`src/rtl/pipe_hazard_ctrl.sv`:
```
// Pipeline hazard controller for the 5-stage MIPS core: stage enables/flushes,
// load-use stalls, branch flushes, EX forwarding selects and data-memory wait sequencing.
module pipe_hazard_ctrl #(
   parameter int MEM_TIMEOUT = 16,
   parameter int CNT_W       = 32
) (
   input  logic             clk,
   input  logic             reset,
   input  logic [4:0]       id_rs,
   input  logic [4:0]       id_rt,
   input  logic             id_uses_rt,
   input  logic             id_branch_taken,
   input  logic [4:0]       ex_rs,
   input  logic [4:0]       ex_rt,
   input  logic [4:0]       ex_dst,
   input  logic             ex_MemRead,
   input  logic [4:0]       mem_dst,
   input  logic             mem_RegWrite,
   input  logic             mem_MemRead,
   input  logic             mem_MemWrite,
   input  logic             mem_ready,
   input  logic [4:0]       wb_dst,
   input  logic             wb_RegWrite,
   output logic             pc_en,
   output logic             ifid_en,
   output logic             ifid_flush,
   output logic             idex_en,
   output logic             idex_flush,
   output logic             exmem_en,
   output logic             memwb_bubble,
   output logic             mem_req,
   output logic [1:0]       fwd_a,
   output logic [1:0]       fwd_b,
   output logic             mem_err,
   output logic [CNT_W-1:0] stall_cnt
);

   typedef enum logic [1:0] {RUN, MEM_WAIT, HALT} state_t;

   state_t     state;
   logic [7:0] waitCnt;
   logic       inRun, inWait, inHalt;
   logic       memAcc, freeze, loadUse;

   // While reset is held the combinational outputs behave as in RUN.
   assign inRun  = reset || (state == RUN);
   assign inWait = !reset && (state == MEM_WAIT);
   assign inHalt = !reset && (state == HALT);

   assign memAcc  = mem_MemRead | mem_MemWrite;
   assign mem_req = (inRun & memAcc) | inWait;
   assign freeze  = (inRun & memAcc & !mem_ready) | (inWait & !mem_ready) | inHalt;

   assign loadUse = ex_MemRead && (ex_dst != 5'd0) &&
                    ((ex_dst == id_rs) || (id_uses_rt && (ex_dst == id_rt)));

   always_comb begin
      pc_en        = 1'b1;
      ifid_en      = 1'b1;
      ifid_flush   = 1'b0;
      idex_en      = 1'b1;
      idex_flush   = 1'b0;
      exmem_en     = 1'b1;
      memwb_bubble = 1'b0;
      if (freeze) begin
         pc_en        = 1'b0;
         ifid_en      = 1'b0;
         idex_en      = 1'b0;
         exmem_en     = 1'b0;
         memwb_bubble = 1'b1;
      end else if (loadUse) begin
         pc_en      = 1'b0;
         ifid_en    = 1'b0;
         idex_flush = 1'b1;
      end else if (id_branch_taken) begin
         ifid_flush = 1'b1;
      end
   end

   // EX_MEM result is newer than MEM_WB, so it takes precedence.
   function automatic logic [1:0] fwdSel(input logic [4:0] src);
      if (mem_RegWrite && (mem_dst != 5'd0) && (mem_dst == src))
         return 2'b10;
      else if (wb_RegWrite && (wb_dst != 5'd0) && (wb_dst == src))
         return 2'b01;
      else
         return 2'b00;
   endfunction

   assign fwd_a = fwdSel(ex_rs);
   assign fwd_b = fwdSel(ex_rt);

   always_ff @(posedge clk) begin
      if (reset) begin
         state     <= RUN;
         waitCnt   <= 8'd0;
         mem_err   <= 1'b0;
         stall_cnt <= '0;
      end else begin
         if (!pc_en && (stall_cnt != {CNT_W{1'b1}}))
            stall_cnt <= stall_cnt + 1'b1;
         case (state)
            RUN: begin
               if (memAcc && !mem_ready) begin
                  state   <= MEM_WAIT;
                  waitCnt <= 8'd0;
               end
            end
            MEM_WAIT: begin
               if (mem_ready) begin
                  state   <= RUN;
                  waitCnt <= 8'd0;
               end else if (waitCnt == 8'(MEM_TIMEOUT - 1)) begin
                  state   <= HALT;
                  mem_err <= 1'b1;
               end else begin
                  waitCnt <= waitCnt + 8'd1;
               end
            end
            HALT:    state <= HALT;
            default: state <= RUN;
         endcase
      end
   end

endmodule

```
`config.mk`:
```
export PLATFORM = sky130hd
export DESIGN_NAME = pipe_hazard_ctrl
export DESIGN_NICKNAME = d
export VERILOG_FILES = /design/src/rtl/pipe_hazard_ctrl.sv
export SDC_FILE = /design/constraint.sdc
export NUM_CORES = 1
export LEC_CHECK = 0
export CAP_MARGIN = 20
export CELL_PAD_IN_SITES_DETAIL_PLACEMENT = 2
export CELL_PAD_IN_SITES_GLOBAL_PLACEMENT = 2
export CORE_MARGIN = 5
export CORE_UTILIZATION = 25
export DETAILED_ROUTE_END_ITERATION = 16
export PLACE_DENSITY_LB_ADDON = 0.12
export SLEW_MARGIN = 20
export SYNTH_ARGS = -nofsm -noshare
export SYNTH_HDL_FRONTEND = slang
export SYNTH_SLANG_ARGS = --single-unit
```
`constraint.sdc`:
```
create_clock -name clk -period 2.45 [get_ports clk]
set_input_delay 0.245 -clock clk [delete_from_list [all_inputs] [get_ports clk]]
set_output_delay 0.245 -clock clk [all_outputs]
set_load 0.02 [all_outputs]
```
After elaboration in Yosys (flattened, before gate mapping)
Index checks and enable logic that the tools add are counted.
- equal/unequal tests: 13
- bitwise gates (word level): 8
- reduce and logical (&&, ||, !) cells: 26
- add/sub/neg operators: 2
- multiplexer cells: 21
- operator list (operator ; number):
    32-bit by 1-bit adder with 32-bit output (second input constant) ; 1
    32-bit inequality test (second input constant) ; 1
    5-bit equality test ; 6
    8-bit two-way mux ; 3
    8-bit one-hot mux with 2 select lines ; 1
    5-bit nonzero test ; 3
    1-bit logical AND ; 13
    1-bit two-way mux ; 11
    2-bit two-way mux ; 5
    8-bit by 1-bit adder with 8-bit output (second input constant) ; 1
    8-bit by 4-bit equality test with 1-bit output (second input constant) ; 1
    2-bit one-hot mux with 3 select lines ; 1
    3-bit AND reduction ; 2
    1-bit OR ; 4
    1-bit bitwise AND ; 3
    1-bit zero test ; 3
    3-bit by 2-bit inequality test with 1-bit output (second input constant) ; 1
    3-bit inequality test (second input constant) ; 1
    2-bit by 1-bit equality test with 1-bit output (second input constant) ; 1
    2-bit equality test (second input constant) ; 1
    2-bit zero test ; 1
    1-bit logical OR ; 2
    2-bit by 1-bit inequality test with 1-bit output (second input constant) ; 1
    2-bit AND reduction ; 1
    2 further kinds ; 2
- output and inout bits: 45
- word-level logic and storage cells: 74
- flip-flop bits (word level): 43
- input port bits: 45

Depth between registers and ports, before layout
Gate-level depths: netlist of the first run.
- depth after elaboration: 9
- mapped depth: 11
- depth with buffers taken out: 9

Worst setup path before layout of the first run
Ideal clock, no wire load.
- path type: register -> register
- from: register stall_cnt[11]
- to: register stall_cnt[31]
- data required time: 2.322 ns
- path buffers: 1
- period minus slack after synthesis: 2.378 ns
- library setup time: 0.128 ns
- arrival time: 2.251 ns
- stages on the path, launching flop included: 9
- setup slack: 0.072 ns
- cells stage by stage: dfxtp_1 -> and4_4 -> nand2_1 -> or4b_1 -> buf_2 -> or4_4 -> nor3_2 -> xnor2_1 -> nor2_1
- word-level cells in the longest chain between the ends: 2
- elaborated cells between the ends (all ways): 3
- classes of those cells: add/sub (1); eq/ne (1); reduce/logical (1)
- ends and longest elaborated chain (element ; RTL line ; RTL):
    start, declared ; 35 ; output logic [CNT_W-1:0] stall_cnt
    start signal, assigned ; 101 ; stall_cnt <= stall_cnt + 1'b1;
    branches (longest 2 deep; another with 32-bit by 1-bit adder with 32-bit output) ; -- ;
Several ways; the timed one is not identified.
A chain may end at the register's enable or synchronous reset.

Worst setup path after layout of the first run
- from: input ex_dst[1]
- to: output idex_flush
- word-level cells in the longest chain between the ends: 6
- elaborated cells between the ends (all ways): 9
- classes of those cells: eq/ne (2); mux (2); reduce/logical (5)
- ends and longest elaborated chain (element ; RTL line ; RTL):
    start, declared ; 15 ; input logic [4:0] ex_dst,
    5-bit equality test ; 55 ; ((ex_dst == id_rs) || (id_uses_rt && (ex_dst == id_rt)));
    1-bit logical AND ; 55 ;
    1-bit logical OR ; 55 ;
    1-bit logical AND * ; 54 ; assign loadUse = ex_MemRead && (ex_dst != 5'd0) &&
    1-bit two-way mux * ; 71 ; end else if (loadUse) begin
    1-bit two-way mux * ; 65 ; if (freeze) begin
    end, declared ; 28 ; output logic idex_flush,
Mark *: on every way between the ends. The rest lies on a longest branch, timed or not.

==> impl_metrics.yaml, run 1 <==
timing:
  setup_violations: 0
  slew_headroom: 0.698
  holdWs_ns: 0.452
  tightest_slew_ns: 0.449
  max_freq_mhz: 425
  rsz0062_at_grt: "yes"
  period_share: 0.962
  fin_skew_ns: 0.0139
  finalHoldViolCount: 0
  period_minus_slack_ns: 2.36
  fin_setup_tns_ns: 0
  finalMaxSlewViolations: 0
clock_network:
  cts_buffer_depth: 2
  cts_root_buf: "clkbuf_8"
  cts_hold_buf: 0
  numCtsBuffers: 5
  cts.sinks: 43
  cts_tree: "done"
  path_clk_slew_ns: 0.08
  clk_latency_ns: 0.31
  ctsHtreeMaxLevel: 2
final_layout:
  diodes: 0
  layout_commonest_cell: "clkdlybuf4s50_1"
  final_net_count: 486
  mostFrequentLayoutCells: "81 x clkdlybuf4s50_1, 43 x nor2_1, 43 x buf_4, 41 x dfxtp_1, 39 x xnor2_1"
  final_area_um2: 4030
  final_cells: 576
  final_layout_size_suffix_gt1_frac: 0.177
  syn_to_final_growth_pct: 57.1
  fill_cells: 1164
critical_path:
  crit_top_cell: "clkdlybuf4s50_1"
  timing.critical_path.cells: "clkdlybuf4s50_1, or4_1, o21a_1, and3_1, clkdlybuf4s50_1"
  crit_type: "input pin to output port"
  cp-end-kind: "output port"
  cp-start-kind: "input pin"
  cp_max_fo: 2
  critPathMaxStageDelay_ns: 0.54
  crit_slowest_cell: "clkdlybuf4s50_1"
  arrival_ns: 2.11
  required_ns: 2.20
detailed_routing:
  first_pass_iters: 4
  wl_per_cell_um: 16.9
  routed_via_density: 4.83
  totalWireLength_um: 9710
  final_antenna_net_count: 0
  route.detailed.drc: 0
  drt_iter0_drc: 75
  via_count: 2782
status:
  status: "complete, no violations"
floorplan:
  dieArea_um2: 12400
  die_w_um: 111
  core_area_um2: 10200
  fp.dieH_um: 111
  start_util: 0.252
  io_pins: 90
  row_count: 37
power:
  peakVddDrop_uv: 220
  totalPowerFinal_uw: 1640
  power.density_nw_per_um2: 408
  p_leak_uw: 0.00143
flow_run:
  max-cap-violations: 0
synth:
  synth_cell_type_count: 47
  ys_seq_elements: 43
  synth-edff-count: 0
  async_reset_ff_frac: 0
  synthFlopType: "dfxtp_1"
  syn_nets: 359
  yosysSeqAreaShare: 0.336
  synth_area_um2: 2560
  syn_avg_cell_area_um2: 8.22
  synthCells: 312
  ys_warn_count: 0
grt:
  grt_pass1_vias: 3094
  met1_usage: 0.196
  grtUsageMet2: 0.290
  grt_overflow_total: 0
  grt_pass1_wl_um: 16300
  grt_usage: 0.159
  grt-busiest-layer: "met2"
  grtUsageMet3: 0.0284
  grt_antenna_before_repair: 0
  grt_max_degree: 40
placed_design:
  dp_cells: 567
  portBuffers: 89
  place_congestion: 0.818
  dpl_cell_area_um2: 3880
  hpwl_um: 7760
hold_path:
  hold_class: "flop to flop"
==> power by group <==
part | internal [µW] | switching, µW | leakage (µW) | total [µW]
combinational | 182 | 164 | 0.00103 | 346
sequential | 707 | 7.64 | 0.000348 | 715
clock | 304 | 278 | 0.0000581 | 582
total | 1190 | 450 | 0.00143 | 1640
==> cells by family after synthesis <==
group | count (synthesis) | share of synthesized area
buf+inv | 19 | 0.0351
compound gates | 29 | 0.0678
flops | 43 | 0.336
simple gates | 154 | 0.327
mux | 3 | 0.0127
fa+ha+maj | 2 | 0.00976
xor+xnor | 62 | 0.212
==> flip-flops by register name, summed over array words and instances (netlist names) <==
signal     cells
stall_cnt     32
state          2
mem_err        1
waitCnt        8
==> per-stage QoR <==
stage	setup WS, ns	utilization
2_1_floorplan	0.0717	-
3_3_place_gp	-0.255	0.381
3_5_place_dp	-0.346	0.381
4_1_cts	0.000146	0.393
5_1_grt	-0.000215	0.395
6_report	0.0943	0.395
==> synth_stat cells (all sizes together), types with 5 or more instances <==
cell type   n  area, µm²
and3        5       31.3
clkbuf      6       22.5
nand4      10       62.6
xnor2      39        342
nand2      16       60.1
or4         9       71.3
dfxtp      43        861
nor3        9       50.1
o21ai       8       43.8
nor2       45        171
inv         6       22.5
a21oi      11       55.1
nor4b       5       56.3
nor4       14       87.6
buf         7       45.0
nand3      24        120
xor2       23        201
==> critical path: cells and delay by family <==
kind,cells,cell delay (ns)
compound gates,1,0.20
buf+inv,2,0.96
simple gates,2,0.70
==> timing repair <==
action                                  in CTS  in global routing
resized for setup                           10                 17
buffers inserted                             0                  1
hold endpoints to repair                     0                  0
endpoints found under the setup margin       7                 14
pin swaps                                    0                  2
==> path summary, 6_finish.rpt <==
kind | endpoint | cells after the start | slack [ns] | start
worst min-delay path | mem_err$_SDFFE_PP0P_ | 2 | 0.45 | mem_err$_SDFFE_PP0P_
worst max-delay path | idex_flush | 5 | 0.09 | ex_dst[1]
worst min register to register | mem_err$_SDFFE_PP0P_ | 2 | 0.45 | mem_err$_SDFFE_PP0P_
worst max register to register | stall_cnt[31]$_SDFFE_PP0P_ | 7 | 0.21 | stall_cnt[14]$_SDFFE_PP0P_
==> area by class of cell <==
class	instances	area, µm²	share of cell area
clock inverter	3	43.8	0.0109
multi-input combinational	250	1650	0.409
sequential	43	863	0.214
clock buffer	5	68.8	0.0171
timing repair buffer	133	1210	0.301
tap	136	170	0.0422
inverter	6	22.5	0.00559
==> metal layers <==
metal,part of all wire,routed length (µm)
met4,0.0082,80
met1,0.45,4370
met3,0.031,297
met5,0,0
met2,0.51,4970
Note: power is estimated with default switching activity, not from simulation.
==> inputs of run 2 (changes only) <==
CORE_MARGIN = default   (was 5)
==> impl_metrics.yaml, run 2 (synthesized netlist as in run 1, its figures left out) <==
grt:
  grt_antenna_before_repair: 0
  grt_overflow_total: 0
  grt_pass1_vias: 2934
  grt_pass1_wl_um: 14300
  grt_max_degree: 29
  grt_usage: 0.170
placed_design:
  place_congestion: 0.727
  dpl_cell_area_um2: 3910
  hpwl_um: 7160
  dp_cells: 565
  dpl_worst_slack_ns: -0.410
  portBuffers: 89
detailed_routing:
  wl_per_cell_um: 15.5
  route.detailed.drc: 0
  via_count: 2761
  final_antenna_net_count: 0
  first_pass_iters: 4
  totalWireLength_um: 8890
  drt_iter0_drc: 44
  routed_via_density: 4.82
timing:
  holdWs_ns: 0.475
  rsz0062_at_grt: "no"
  fin_skew_ns: 0.00872
  period_share: 0.961
  finalMaxSlewViolations: 0
  max_freq_mhz: 425
  setup_violations: 0
  period_minus_slack_ns: 2.36
  setup_slack_ns: 0.0945
  tightest_slew_ns: 0.352
  slew_headroom: 0.763
  finalHoldViolCount: 0
critical_path:
  cp-end-kind: "flop"
  crit_type: "flop to flop"
  required_ns: 2.64
  arrival_ns: 2.54
  cp_max_fo: 7
  cp-start-kind: "flop"
status:
  status: "complete, no violations"
clock_network:
  numCtsBuffers: 5
  cts_setup_buffers: 0
  cts.sinks: 43
  ctsHtreeMaxLevel: 2
  cts_buffer_depth: 2
  clk_latency_ns: 0.30
  cts_root_buf: "clkbuf_8"
  cts.repair.resized: 14
  path_clk_slew_ns: 0.09
  cts_tree: "done"
  cts_hold_buf: 0
final_layout:
  mostFrequentLayoutCells: "81 x clkdlybuf4s50_1, 44 x nor2_1, 43 x dfxtp_1, 42 x buf_4, 39 x xnor2_1"
  largest_reg_flops: 32
  final_area_um2: 4000
  syn_to_final_growth_pct: 55.9
  final_layout_size_suffix_gt1_frac: 0.161
  layout_commonest_cell: "clkdlybuf4s50_1"
  final_net_count: 486
  diodes: 0
  final_cells: 573
  biggestRegsByFlops: "stall_cnt (32), waitCnt (8), state (2)"
  registers.top_by_ff_count: "stall_cnt"
hold_path:
  hold_class: "flop to flop"
power:
  totalPowerFinal_uw: 1520
  power.density_nw_per_um2: 379
  p_leak_uw: 0.00142
  peakVddDrop_uv: 249
flow_run:
  max-cap-violations: 0
floorplan:
  start_util: 0.260
  fp.dieH_um: 103
  io_pins: 90
  dieArea_um2: 10700
  die_w_um: 103
  row_count: 36
  core_area_um2: 9860
## run 2: where the power goes
part | switching, µW | internal, µW
Sequential | 10.7 | 707
Combinational | 152 | 183
Clock | 263 | 200
## run 2: through the flow
step                 util  TNS [ns]
global route        0.405         0
CTS                 0.404         0
finish              0.405         0
floorplan               -         0
global placement    0.396     -1.60
detailed placement  0.396     -2.32
## run 2: metal layers
metal,global-route usage,wire length (µm),share of wire,up-vias
met2,0.309,4320,0.49,63
met3,0.0356,458,0.052,6
li1,-,-,-,1347
met1,0.210,4060,0.46,1345
met5,0,0,0,-
met4,0.0260,49,0.0055,0
## run 2: layout make-up
| class | count | area, µm² |
|---|---|---|
| fillers | 1126 | 5870 |
| multi-input cells | 250 | 1630 |
| repair buffers | 133 | 1230 |
| flip-flops and latches | 43 | 861 |
| well taps | 133 | 166 |
| clock buffers | 6 | 72.6 |
| inverters | 6 | 22.5 |
| clock inverters | 2 | 12.5 |
## run 2: worst paths after layout
| kind | start | to | slack (ns) | cells past startpoint |
|---|---|---|---|---|
| worst max-delay path | stall_cnt[13]$_SDFFE_PP0P_ | stall_cnt[27]$_SDFFE_PP0P_ | 0.09 | 6 |
| worst min register to register | mem_err$_SDFFE_PP0P_ | mem_err$_SDFFE_PP0P_ | 0.48 | 2 |
| worst min-delay path | mem_err$_SDFFE_PP0P_ | mem_err$_SDFFE_PP0P_ | 0.48 | 2 |
| worst max register to register | stall_cnt[13]$_SDFFE_PP0P_ | stall_cnt[27]$_SDFFE_PP0P_ | 0.09 | 6 |
## run 2: worst max-delay path, stage by stage (launching register included)
cell and delay, ns:
dfxtp_1 0.41, and4_4 0.27, nand2_1 0.08, or4b_1 0.58, buf_4 0.20, nor4_1 0.32, mux2_2 0.38
